===== config.mk =====
export PLATFORM = sky130hd
export DESIGN_NAME = fetch_queue_mt
export DESIGN_NICKNAME = d
export VERILOG_FILES = /design/src/rtl/fetch_queue_mt_pkg.sv /design/src/rtl/fetch_queue_mt_thread_queue.sv /design/src/rtl/fetch_queue_mt.sv
export SDC_FILE = /design/constraint.sdc
export NUM_CORES = 1
export LEC_CHECK = 0
export ABC_AREA = 1
export CORE_AREA = 4 4 374 376
export DETAILED_ROUTE_END_ITERATION = 12
export DIE_AREA = 0 0 378 380
export MAX_ROUTING_LAYER = met4
export PLACE_DENSITY_LB_ADDON = 0.08
export SYNTH_ARGS = -nofsm -noshare
export SYNTH_HDL_FRONTEND = slang
export SYNTH_SLANG_ARGS = --single-unit

===== constraint.sdc =====
create_clock -name clock -period 9.1 [get_ports clock]
set_input_delay 1.365 -clock clock [delete_from_list [all_inputs] [get_ports clock]]
set_output_delay 1.365 -clock clock [all_outputs]
set_load 0.01 [all_outputs]

===== src/rtl/fetch_queue_mt_pkg.sv =====
// Shared types for the multithreaded fetch queue: thread mode, fetch exception
// record and the default queue entry layout.
package fetch_queue_mt_pkg;
  localparam int THR_PER_CORE = 4;
  localparam int FQ_DEPTH     = 4;
  localparam int INSTR_WIDTH  = 32;
  localparam int PC_WIDTH     = 32;

  typedef enum logic [1:0] {
    Single_Threaded = 2'd0,
    Coarse_Grained  = 2'd1,
    Fine_Grained    = 2'd2
  } multithreading_mode_t;

  typedef struct packed {
    logic                itlb_miss;
    logic                bus_error;
    logic [PC_WIDTH-1:0] addr;
  } fetch_xcpt_t;

  typedef struct packed {
    logic [PC_WIDTH-1:0]    pc;
    logic [INSTR_WIDTH-1:0] instr;
    fetch_xcpt_t            xcpt;
  } fetch_queue_entry_t;

  // Only thread 0 may enqueue or be selected in single-threaded mode.
  function automatic logic thread_enabled(input multithreading_mode_t mode,
                                          input int unsigned tid);
    return (tid == 0) || (mode != Single_Threaded);
  endfunction
endpackage


===== src/rtl/fetch_queue_mt_thread_queue.sv =====
// Single-thread FIFO: push at tail, pop at head, flush empties it at once.
// Caller guarantees push only when not full and pop only when not empty.
module fetch_queue_mt_thread_queue #(
  parameter int DEPTH   = 4,
  parameter int ENTRY_W = 98
) (
  input  logic                         clock,
  input  logic                         reset,
  input  logic                         push,
  input  logic                         pop,
  input  logic                         flush,
  input  logic [ENTRY_W-1:0]           entry,
  output logic [ENTRY_W-1:0]           head_entry,
  output logic [$clog2(DEPTH+1)-1:0]   count,
  output logic                         full
);
  localparam int PTR_W = $clog2(DEPTH);
  localparam int CNT_W = $clog2(DEPTH + 1);

  logic [ENTRY_W-1:0] mem [DEPTH];
  logic [PTR_W-1:0]   head;
  logic [PTR_W-1:0]   tail;

  always_ff @(posedge clock) begin
    if (reset || flush) begin
      head  <= '0;
      tail  <= '0;
      count <= '0;
    end else begin
      if (push) tail <= tail + PTR_W'(1);
      if (pop)  head <= head + PTR_W'(1);
      case ({push, pop})
        2'b10:   count <= count + CNT_W'(1);
        2'b01:   count <= count - CNT_W'(1);
        default: ;
      endcase
    end
  end

  // Storage carries no control meaning, so it is never cleared.
  always_ff @(posedge clock) begin
    if (push) mem[tail] <= entry;
  end

  assign head_entry = mem[head];
  assign full       = (count == CNT_W'(DEPTH));
endmodule


===== src/rtl/fetch_queue_mt.sv =====
// Per-thread fetch queues feeding a registered decode interface; one ready
// thread is chosen round-robin each cycle, with per-thread flush and stall.
module fetch_queue_mt
  import fetch_queue_mt_pkg::*;
#(
  parameter int NUM_THREADS = THR_PER_CORE,
  parameter int DEPTH       = FQ_DEPTH,
  parameter int INSTR_W     = INSTR_WIDTH,
  parameter int PC_W        = PC_WIDTH,
  localparam int TID_W      = (NUM_THREADS > 1) ? $clog2(NUM_THREADS) : 1,
  localparam int CNT_W      = $clog2(DEPTH + 1)
) (
  input  logic                              clock,
  input  logic                              reset,
  input  multithreading_mode_t              mt_mode,
  input  logic                              enq_valid,
  input  logic [TID_W-1:0]                  enq_thread_id,
  input  logic [PC_W-1:0]                   enq_pc,
  input  logic [INSTR_W-1:0]                enq_instr,
  input  fetch_xcpt_t                       enq_xcpt,
  output logic [NUM_THREADS-1:0]            enq_ready,
  input  logic [NUM_THREADS-1:0]            flush,
  input  logic [NUM_THREADS-1:0]            stall_decode,
  output logic                              deq_valid,
  output logic [TID_W-1:0]                  deq_thread_id,
  output logic [PC_W-1:0]                   deq_pc,
  output logic [INSTR_W-1:0]                deq_instr,
  output fetch_xcpt_t                       deq_xcpt,
  output logic [NUM_THREADS-1:0][CNT_W-1:0] occupancy,
  output logic                              overflow_err
);
  typedef struct packed {
    logic [PC_W-1:0]    pc;
    logic [INSTR_W-1:0] instr;
    fetch_xcpt_t        xcpt;
  } entry_t;

  localparam int ENTRY_W = $bits(entry_t);

  entry_t                           enq_entry;
  entry_t                           head_entry [NUM_THREADS];
  logic [NUM_THREADS-1:0][CNT_W-1:0] count;
  logic [NUM_THREADS-1:0]           push;
  logic [NUM_THREADS-1:0]           pop;
  logic [NUM_THREADS-1:0]           full;
  logic [NUM_THREADS-1:0]           eligible;
  logic [TID_W-1:0]                 last_grant;
  logic [TID_W-1:0]                 grant;
  logic [TID_W-1:0]                 idx;
  logic                             grant_valid;
  logic                             hold;
  logic                             reload;
  logic                             overflow_hit;
  entry_t                           sel_entry_p0;

  assign enq_entry = {enq_pc, enq_instr, enq_xcpt};

  // Stage p0: per-thread queues and enqueue/pop qualification.
  for (genvar t = 0; t < NUM_THREADS; t++) begin : g_thr
    assign push[t] = enq_valid && (enq_thread_id == TID_W'(t)) && !full[t]
                     && !flush[t] && thread_enabled(mt_mode, t);
    assign eligible[t] = (count[t] != '0) && !flush[t] && !stall_decode[t]
                         && thread_enabled(mt_mode, t);
    assign pop[t] = reload && grant_valid && (grant == TID_W'(t));

    fetch_queue_mt_thread_queue #(
      .DEPTH   (DEPTH),
      .ENTRY_W (ENTRY_W)
    ) u_queue (
      .clock      (clock),
      .reset      (reset),
      .push       (push[t]),
      .pop        (pop[t]),
      .flush      (flush[t]),
      .entry      (enq_entry),
      .head_entry (head_entry[t]),
      .count      (count[t]),
      .full       (full[t])
    );
  end

  assign enq_ready    = ~full;
  assign occupancy    = count;
  assign overflow_hit = enq_valid && full[enq_thread_id] && !flush[enq_thread_id];
  assign hold         = deq_valid && stall_decode[deq_thread_id];
  assign reload       = !hold;

  always_comb begin
    grant_valid = 1'b0;
    grant       = '0;
    idx         = '0;
    for (int i = 1; i <= NUM_THREADS; i++) begin
      idx = TID_W'((int'(last_grant) + i) % NUM_THREADS);
      if (!grant_valid && eligible[idx]) begin
        grant_valid = 1'b1;
        grant       = idx;
      end
    end
  end

  assign sel_entry_p0 = head_entry[grant];

  // Stage p1: registered decode interface and sticky overflow flag.
  always_ff @(posedge clock) begin
    if (reset) begin
      deq_valid     <= 1'b0;
      deq_thread_id <= '0;
      deq_pc        <= '0;
      deq_instr     <= '0;
      deq_xcpt      <= '0;
      last_grant    <= '0;
      overflow_err  <= 1'b0;
    end else begin
      if (overflow_hit) overflow_err <= 1'b1;
      if (hold) begin
        if (flush[deq_thread_id]) deq_valid <= 1'b0;
      end else if (grant_valid) begin
        deq_valid     <= 1'b1;
        deq_thread_id <= grant;
        deq_pc        <= sel_entry_p0.pc;
        deq_instr     <= sel_entry_p0.instr;
        deq_xcpt      <= sel_entry_p0.xcpt;
        last_grant    <= grant;
      end else begin
        deq_valid <= 1'b0;
      end
    end
  end
endmodule


After elaboration in Yosys (flattened, before gate mapping)

Memories as Yosys holds them, arrays and structs flattened. A register that Yosys moved wholly into a read port is not among the register bits.
Index checks and enable logic that the tools add are counted.
W data, S select, Z words.

RAM bits: 1568
Output and inout port bits: 118
Logic and storage cells: 193
Input port bits: 113
Memories kept: 4
Flip-flop bits (word level): 130

Memories:

| name                 | depth | width | read ports | clocked after memory_dff | wr ports | RTL line                          | text |
|---|---|---|---|---|---|---|---|
| g_thr[0].u_queue.mem | 4     | 98    | 1          | 1                        | 1        | fetch_queue_mt_thread_queue.sv:20 | `logic [ENTRY_W-1:0] mem [DEPTH];` |
| g_thr[1].u_queue.mem | 4     | 98    | 1          | 1                        | 1        | fetch_queue_mt_thread_queue.sv:20 |  |
| g_thr[2].u_queue.mem | 4     | 98    | 1          | 1                        | 1        | fetch_queue_mt_thread_queue.sv:20 |  |
| g_thr[3].u_queue.mem | 4     | 98    | 1          | 1                        | 1        | fetch_queue_mt_thread_queue.sv:20 |  |

Equal/unequal tests: 19
$lt $le $gt $ge: 7
Reductions and logical operators: 70
$add $sub $neg: 20
Bitwise logic cells: 3
Multiplexer cells: 50

Operators by type and width:

| cell                  | number |
|---|---|
| $bmux W98 S2          | 1 |
| $mux W98              | 2 |
| $logic_and A1 B1 Y1   | 37 |
| $mux W2               | 12 |
| $pmux W3 S2           | 4 |
| $mux W1               | 23 |
| $add A2 B1 Y2 const B | 10 |
| $lt A2 B3 Y1 const B  | 6 |
| $logic_not A1 Y1      | 17 |
| $bmux W1 S2           | 8 |
| $eq A2 B2 Y1 const B  | 8 |
| $add A3 B1 Y3 const B | 4 |
| $eq A2 B1 Y1 const B  | 6 |
| $eq A3 B3 Y1 const B  | 4 |
| $reduce_bool A3 Y1    | 4 |
| $sub A3 B1 Y3 const B | 4 |
| $reduce_bool A2 Y1    | 5 |
| $add A2 B2 Y2 const B | 2 |
| $logic_not A2 Y1      | 2 |
| $logic_or A1 B1 Y1    | 4 |
| $not A4 Y4            | 1 |
| $ge A3 B3 Y1 const B  | 1 |
| $not A2 Y3            | 1 |
| $ne A2 B1 Y1 const B  | 1 |
| 2 further kinds       | 2 |

Logic depth before layout (Yosys ltp)

Depth in word-level cells: 20
Mapped depth: 21
Mapped depth without buffers: 21

Hierarchy

Synthesis repeated with hierarchy kept, for this count alone.

Cell total of the unflattened synthesis: 5842
Area total of the unflattened synthesis: 69177.6 um2

Modules (own cells, without submodules):

| module                      | cells each | instances | seq. area each (um2) | area each (um2) |
|---|---|---|---|---|
| fetch_queue_mt_thread_queue | 1007       | 4         | 11951.5              | 14956.8 |
| fetch_queue_mt              | 1814       | 1         | 2042.0               | 9350.2 |

Worst setup path after synthesis

Ideal clock, no wire load.

Path type: input to register
Start: in enq_thread_id[1]
End: mem g_thr[0].u_queue.mem[0][0] (enable)
Path slack: 2492 ps
Data required time: 8544 ps
Library setup time: 556 ps
Data arrival time: 6052 ps
Buffers on the path: 0
Stages on the path: 5
Cells stage by stage: inv_1 nand2_1 nor4_1 clkinv_1 nor2_1

Word-level cells in the longest chain between the ends: 6

Ends and longest elaborated chain:

| element                           | RTL line                          | text |
|---|---|---|
| start: declaration                | fetch_queue_mt.sv:17              | `input logic [TID_W-1:0] enq_thread_id,` |
| $logic_not A2 Y1                  | fetch_queue_mt.sv:60              | `assign push[t] = enq_valid && (enq_thread_id == TID_W'(t)) && !full[t]` |
| $logic_and A1 B1 Y1 (2 in series) | fetch_queue_mt.sv:60              |  |
| $logic_and A1 B1 Y1               | fetch_queue_mt.sv:61              | `&& !flush[t] && thread_enabled(mt_mode, t);` |
| $mux W1                           | fetch_queue_mt_thread_queue.sv:42 | `if (push) mem[tail] <= entry;` |
| $mux W1 (not written as such)     | fetch_queue_mt_thread_queue.sv:42 |  |
| end: declaration                  | fetch_queue_mt_thread_queue.sv:20 |  |

No other way between the ends.

Worst setup path in the final report

Start: in flush[1]
End: reg deq_xcpt[24] in the netlist's numbering

Word-level cells in the longest chain between the ends: 20
Elaborated cells between the ends (all ways): 31
Those cells by class: 19 x mux; 1 x bitwise; 11 x reduce/logical

Ends and longest elaborated chain:

| element                                      | RTL line              | text |
|---|---|---|
| start: declaration                           | fetch_queue_mt.sv:22  | `input logic [NUM_THREADS-1:0] flush,` |
| $logic_not A1 Y1 (*)                         | fetch_queue_mt.sv:62  | `assign eligible[t] = (count[t] != '0) && !flush[t] && !stall_decode[t]` |
| $logic_and A1 B1 Y1 (*) (2 in series)        | fetch_queue_mt.sv:62  |  |
| $logic_and A1 B1 Y1 (*)                      | fetch_queue_mt.sv:63  | `&& thread_enabled(mt_mode, t);` |
| $bmux W1 S2                                  | fetch_queue_mt.sv:94  | `if (!grant_valid && eligible[idx]) begin` |
| $mux W1 (not written as such)                | fetch_queue_mt.sv:94  |  |
| $mux W1                                      | fetch_queue_mt.sv:94  |  |
| $logic_not A1 Y1                             | fetch_queue_mt.sv:94  |  |
| $logic_and A1 B1 Y1                          | fetch_queue_mt.sv:94  |  |
| [... 2 more ...]                             | -                     |  |
| $logic_and A1 B1 Y1                          | fetch_queue_mt.sv:94  |  |
| $mux W1                                      | fetch_queue_mt.sv:94  |  |
| $logic_not A1 Y1                             | fetch_queue_mt.sv:94  |  |
| $logic_and A1 B1 Y1                          | fetch_queue_mt.sv:94  |  |
| $mux W2                                      | fetch_queue_mt.sv:94  |  |
| $not A2 Y3 (not written as such)             | fetch_queue_mt.sv:101 | `assign sel_entry_p0 = head_entry[grant];` |
| $bmux W98 S2                                 | fetch_queue_mt.sv:101 |  |
| $mux W98 (not written as such) (2 in series) | fetch_queue_mt.sv:101 |  |
| end signal: assignment                       | fetch_queue_mt.sv:122 | `deq_xcpt <= sel_entry_p0.xcpt;` |
| end: declaration                             | fetch_queue_mt.sv:28  | `output fetch_xcpt_t deq_xcpt,` |

Mark *: on every way between the ends. The rest lies on a longest branch, timed or not. The select of a mux whose other input is x is not followed.
A chain may end at the register's enable or synchronous reset.

==> impl_metrics.tcl <==
set metrics [dict create \
    syn_area_um2 66520 \
    place_area_um2 70240 \
    crit_path_frequent_cell "nand3_1" \
    syn-num-nets 5374 \
    gr-total-overflow 0 \
    rows 136 \
    crit_start "flush[1]" \
    tritoncts "built" \
    relSlewSlack_pct 20.63 \
    port_buffers 230 \
    grt_pass1_vias 41419 \
    cts_hold_buf 0 \
    vias 43981 \
    htree_levels 4 \
    end_kind "register" \
    clk_latency_ns 0.80 \
    crit_chain "clkdlybuf4s50_1 > inv_2 > nand2_1 > nor2_1 > nand3_1 > nand3_1 > nand2_1 > nand2_2 > nor2_4 > nand3_4 > buf_4 > buf_4 > buf_4 > nand3_1 > nand3_1 > nand2_1 > a21oi_1" \
    dp_hpwl_um 90220 \
    hold_path.startpoint "overflow_err" \
    syn_avg_cell_area_um2 12.70 \
    r2r_slack_ns 4.40 \
    fmax_mhz 193.0 \
    tightest_slew_ns 1.188 \
    grt_pass1_wl_um 285400 \
    avgViaCountPerCell 6.036 \
    final_area_um2 75950 \
    status "finished clean" \
    switching_share_pct 29.19 \
    layout_common_cells "edfxtp_1 (1,568), o21ai_0 (859), nor2_1 (810)" \
    syn_inst 5237 \
    r2r_start "last_grant[0]" \
    die_area_um2 143600 \
    cts_sinks 1706 \
    area_growth_pct 14.18 \
    hold_class "reg -> reg" \
    whs_endpoint "overflow_err" \
    hold_path_depth 2 \
    die_w_um 378 \
    skew_ns 0.02891 \
    rsz0062_at_grt "no" \
    wl_per_cell_um 27.00 \
    track_usage_pct 27.86 \
    p_seq_share_pct 45.7 \
    p_comb_share_pct 18.8 \
    period_share_pct 56.95 \
    p_leak_nw 25.23 \
    grt_max_degree 151 \
    drc 0 \
    yosysWarnings 0 \
    final_nets 5462 \
    wirelength_um 196700 \
    cp_slowest_cell "buf_4" \
    antenna_found_initial 23 \
    startpoint_type "input pin" \
    clkTransAtPathRegs_ns 0.06 \
    rr_worst_depth 15 \
    gpl.final_weighted_congestion 0.7990 \
    critPathBufInv 5 \
    irDropWorstVdd_mv 0.2931 \
    cts_resized 0 \
    cap_viol_max_count 0 \
    start_util_pct 48.62 \
    crit_arrival_ns 5.89 \
    postCtsSetupRepairBufs 0 \
    die_y_um 380 \
    synth-seq-area-share_pct 74.94 \
    final_common_cell "edfxtp_1" \
    path_class "in -> reg" \
    drive_gt1_share_pct 6.798 \
    power_switching_w 0.005787 \
    tns_ns 0 \
    cts_buffer_depth 3 \
    cts.root.buffer_cell "clkbuf_16" \
    r2r-end "deq_xcpt[24]" \
    path_delay_family "buffers and inverters" \
    final-hold-violation-count 0 \
    intPower_w 0.01404 \
    first_iter_violations 4627 \
    synth_cell_types 33 \
    cts_made_buffers 175 \
    dr.pass1.iters 8 \
    slew_viol_final 0 \
    critPathRequiredTime_ns 9.81 \
    setup_viol 0 \
    clockPowerShare_pct 35.6 \
    path_max_fanout 73 \
    drtAntennaViolNets 0 \
    ys_ff_latch 1706 \
    cp_slowest_stage_delay_ns 0.90 \
    period_minus_slack_ns 5.183 \
    powerDensity_nw_per_um2 261.1 \
    core_region_area_um2 136800 \
    ios 231 \
]
final cells by class:
| cell class | count | area [um^2] |
|---|---|---|
| diodes | 20 | 50.05 |
| clock buffers | 243 | 5067 |
| clock inverters | 81 | 591.8 |
| fillers | 11309 | 60860 |
| inverters | 81 | 364.1 |
| multi-input cells | 3073 | 14890 |
| flip-flops and latches | 1706 | 49880 |
| well taps | 1794 | 2245 |
| repair buffers | 288 | 2863 |
cell families after synthesis:
kind of cell / after synthesis / share of synthesized area (%)
adder cells (fa/ha/maj): 24 / 0.4966
buffers and inverters: 458 / 2.929
XOR/XNOR: 5 / 0.06583
AO/OA/AOI/OAI: 1437 / 11.59
flip-flops: 1706 / 74.94
AND/OR/NAND/NOR: 1607 / 9.986
sequential cells by signal, indices dropped and copies added (netlist names), 2 cells and up, named ones only:
register,cells
deq_instr,32
deq_pc,32
deq_xcpt,34
g_thr.u_queue.mem,1568
g_thr.u_queue.tail,8
last_grant,2
g_thr.u_queue.count,12
g_thr.u_queue.head,8
stage by stage:
stage | instances | utilization [%] | worst slack, ns | power (W) | hold slack [ns]
2_1_floorplan | 5237 | - | 2.492 | 0.01146 | 0.4605
3_3_place_gp | 6942 | 51.34 | 3.355 | 0.01289 | 0.4462
3_5_place_dp | 6942 | 51.34 | 3.196 | 0.01292 | 0.4535
4_1_cts | 7266 | 55.48 | 4.043 | 0.01993 | 0.4594
5_1_grt | 7285 | 55.51 | 3.584 | 0.02065 | 0.4895
6_report | 7286 | 55.51 | 3.917 | 0.01983 | 0.4582
cells in the mapped netlist:
| cell type | instances | share of area, % |
|---|---|---|
| nand2_2 | 4 | 0.038 |
| buf_4 | 13 | 0.15 |
| a31oi_1 | 1 | 0.0094 |
| a211oi_1 | 3 | 0.034 |
| buf_1 | 10 | 0.056 |
| nand3_4 | 1 | 0.026 |
| o21ai_2 | 1 | 0.013 |
| ha_1 | 20 | 0.38 |
| xor2_1 | 5 | 0.066 |
| nor2_4 | 3 | 0.051 |
| nand4_1 | 5 | 0.047 |
| fa_1 | 4 | 0.12 |
| nor2_2 | 3 | 0.028 |
| clkinv_1 | 2 | 0.011 |
| inv_2 | 11 | 0.062 |
| buf_2 | 60 | 0.45 |
| edfxtp_1 | 1568 | 71 |
| nand3_1 | 422 | 3.2 |
| clkbuf_1 | 280 | 1.6 |
| nand2_1 | 334 | 1.9 |
| inv_1 | 68 | 0.38 |
| o221ai_1 | 1 | 0.013 |
| o21ai_0 | 859 | 6.5 |
| nor3_1 | 6 | 0.045 |
| a21oi_1 | 131 | 0.99 |
| nor2_1 | 827 | 4.7 |
| o21ai_1 | 46 | 0.35 |
| buf_6 | 14 | 0.24 |
| nor4_1 | 1 | 0.0094 |
| o311ai_0 | 2 | 0.026 |
| dfxtp_1 | 138 | 4.2 |
| nand3_2 | 1 | 0.015 |
| o22ai_1 | 393 | 3.7 |
tightest hold or removal path: cells and delay by family, from the launching register on:
| kind | cells | cell delay (ns) |
|---|---|---|
| flops | 1 | 0.31 |
| buf+inv | 1 | 0.05 |
| compound gates | 1 | 0.05 |
metal layers:
metal | up-vias | GRT usage [%] | wire length, um
met4 | 0 | 7.504 | 4196
met1 | 22159 | 38.30 | 83620
li1 | 19595 | - | -
met2 | 1924 | 42.97 | 92150
met5 | - | - | 0
met3 | 303 | 5.353 | 16730
worst max-delay path by stage:
stage	slack, ns	cells past startpoint	end
global placement	3.35	17	deq_xcpt[15]
detailed placement	3.20	17	deq_xcpt[26]
finish	3.92	17	deq_xcpt[24]
floorplan	2.49	5	g_thr[0].u_queue.mem[0][0]
CTS	4.04	17	deq_xcpt[24]
global route	3.58	17	deq_instr[13]
power groups by stage:
stage	registers [W]	logic (W)	clock network [W]
2_1_floorplan	0.00912	0.00234	0
3_3_place_gp	0.00922	0.00367	0
3_5_place_dp	0.00922	0.00371	0
4_1_cts	0.00906	0.00372	0.00715
5_1_grt	0.00907	0.00408	0.00749
6_report	0.00905	0.00372	0.00706
Note: power is estimated with default switching activity, not from simulation.
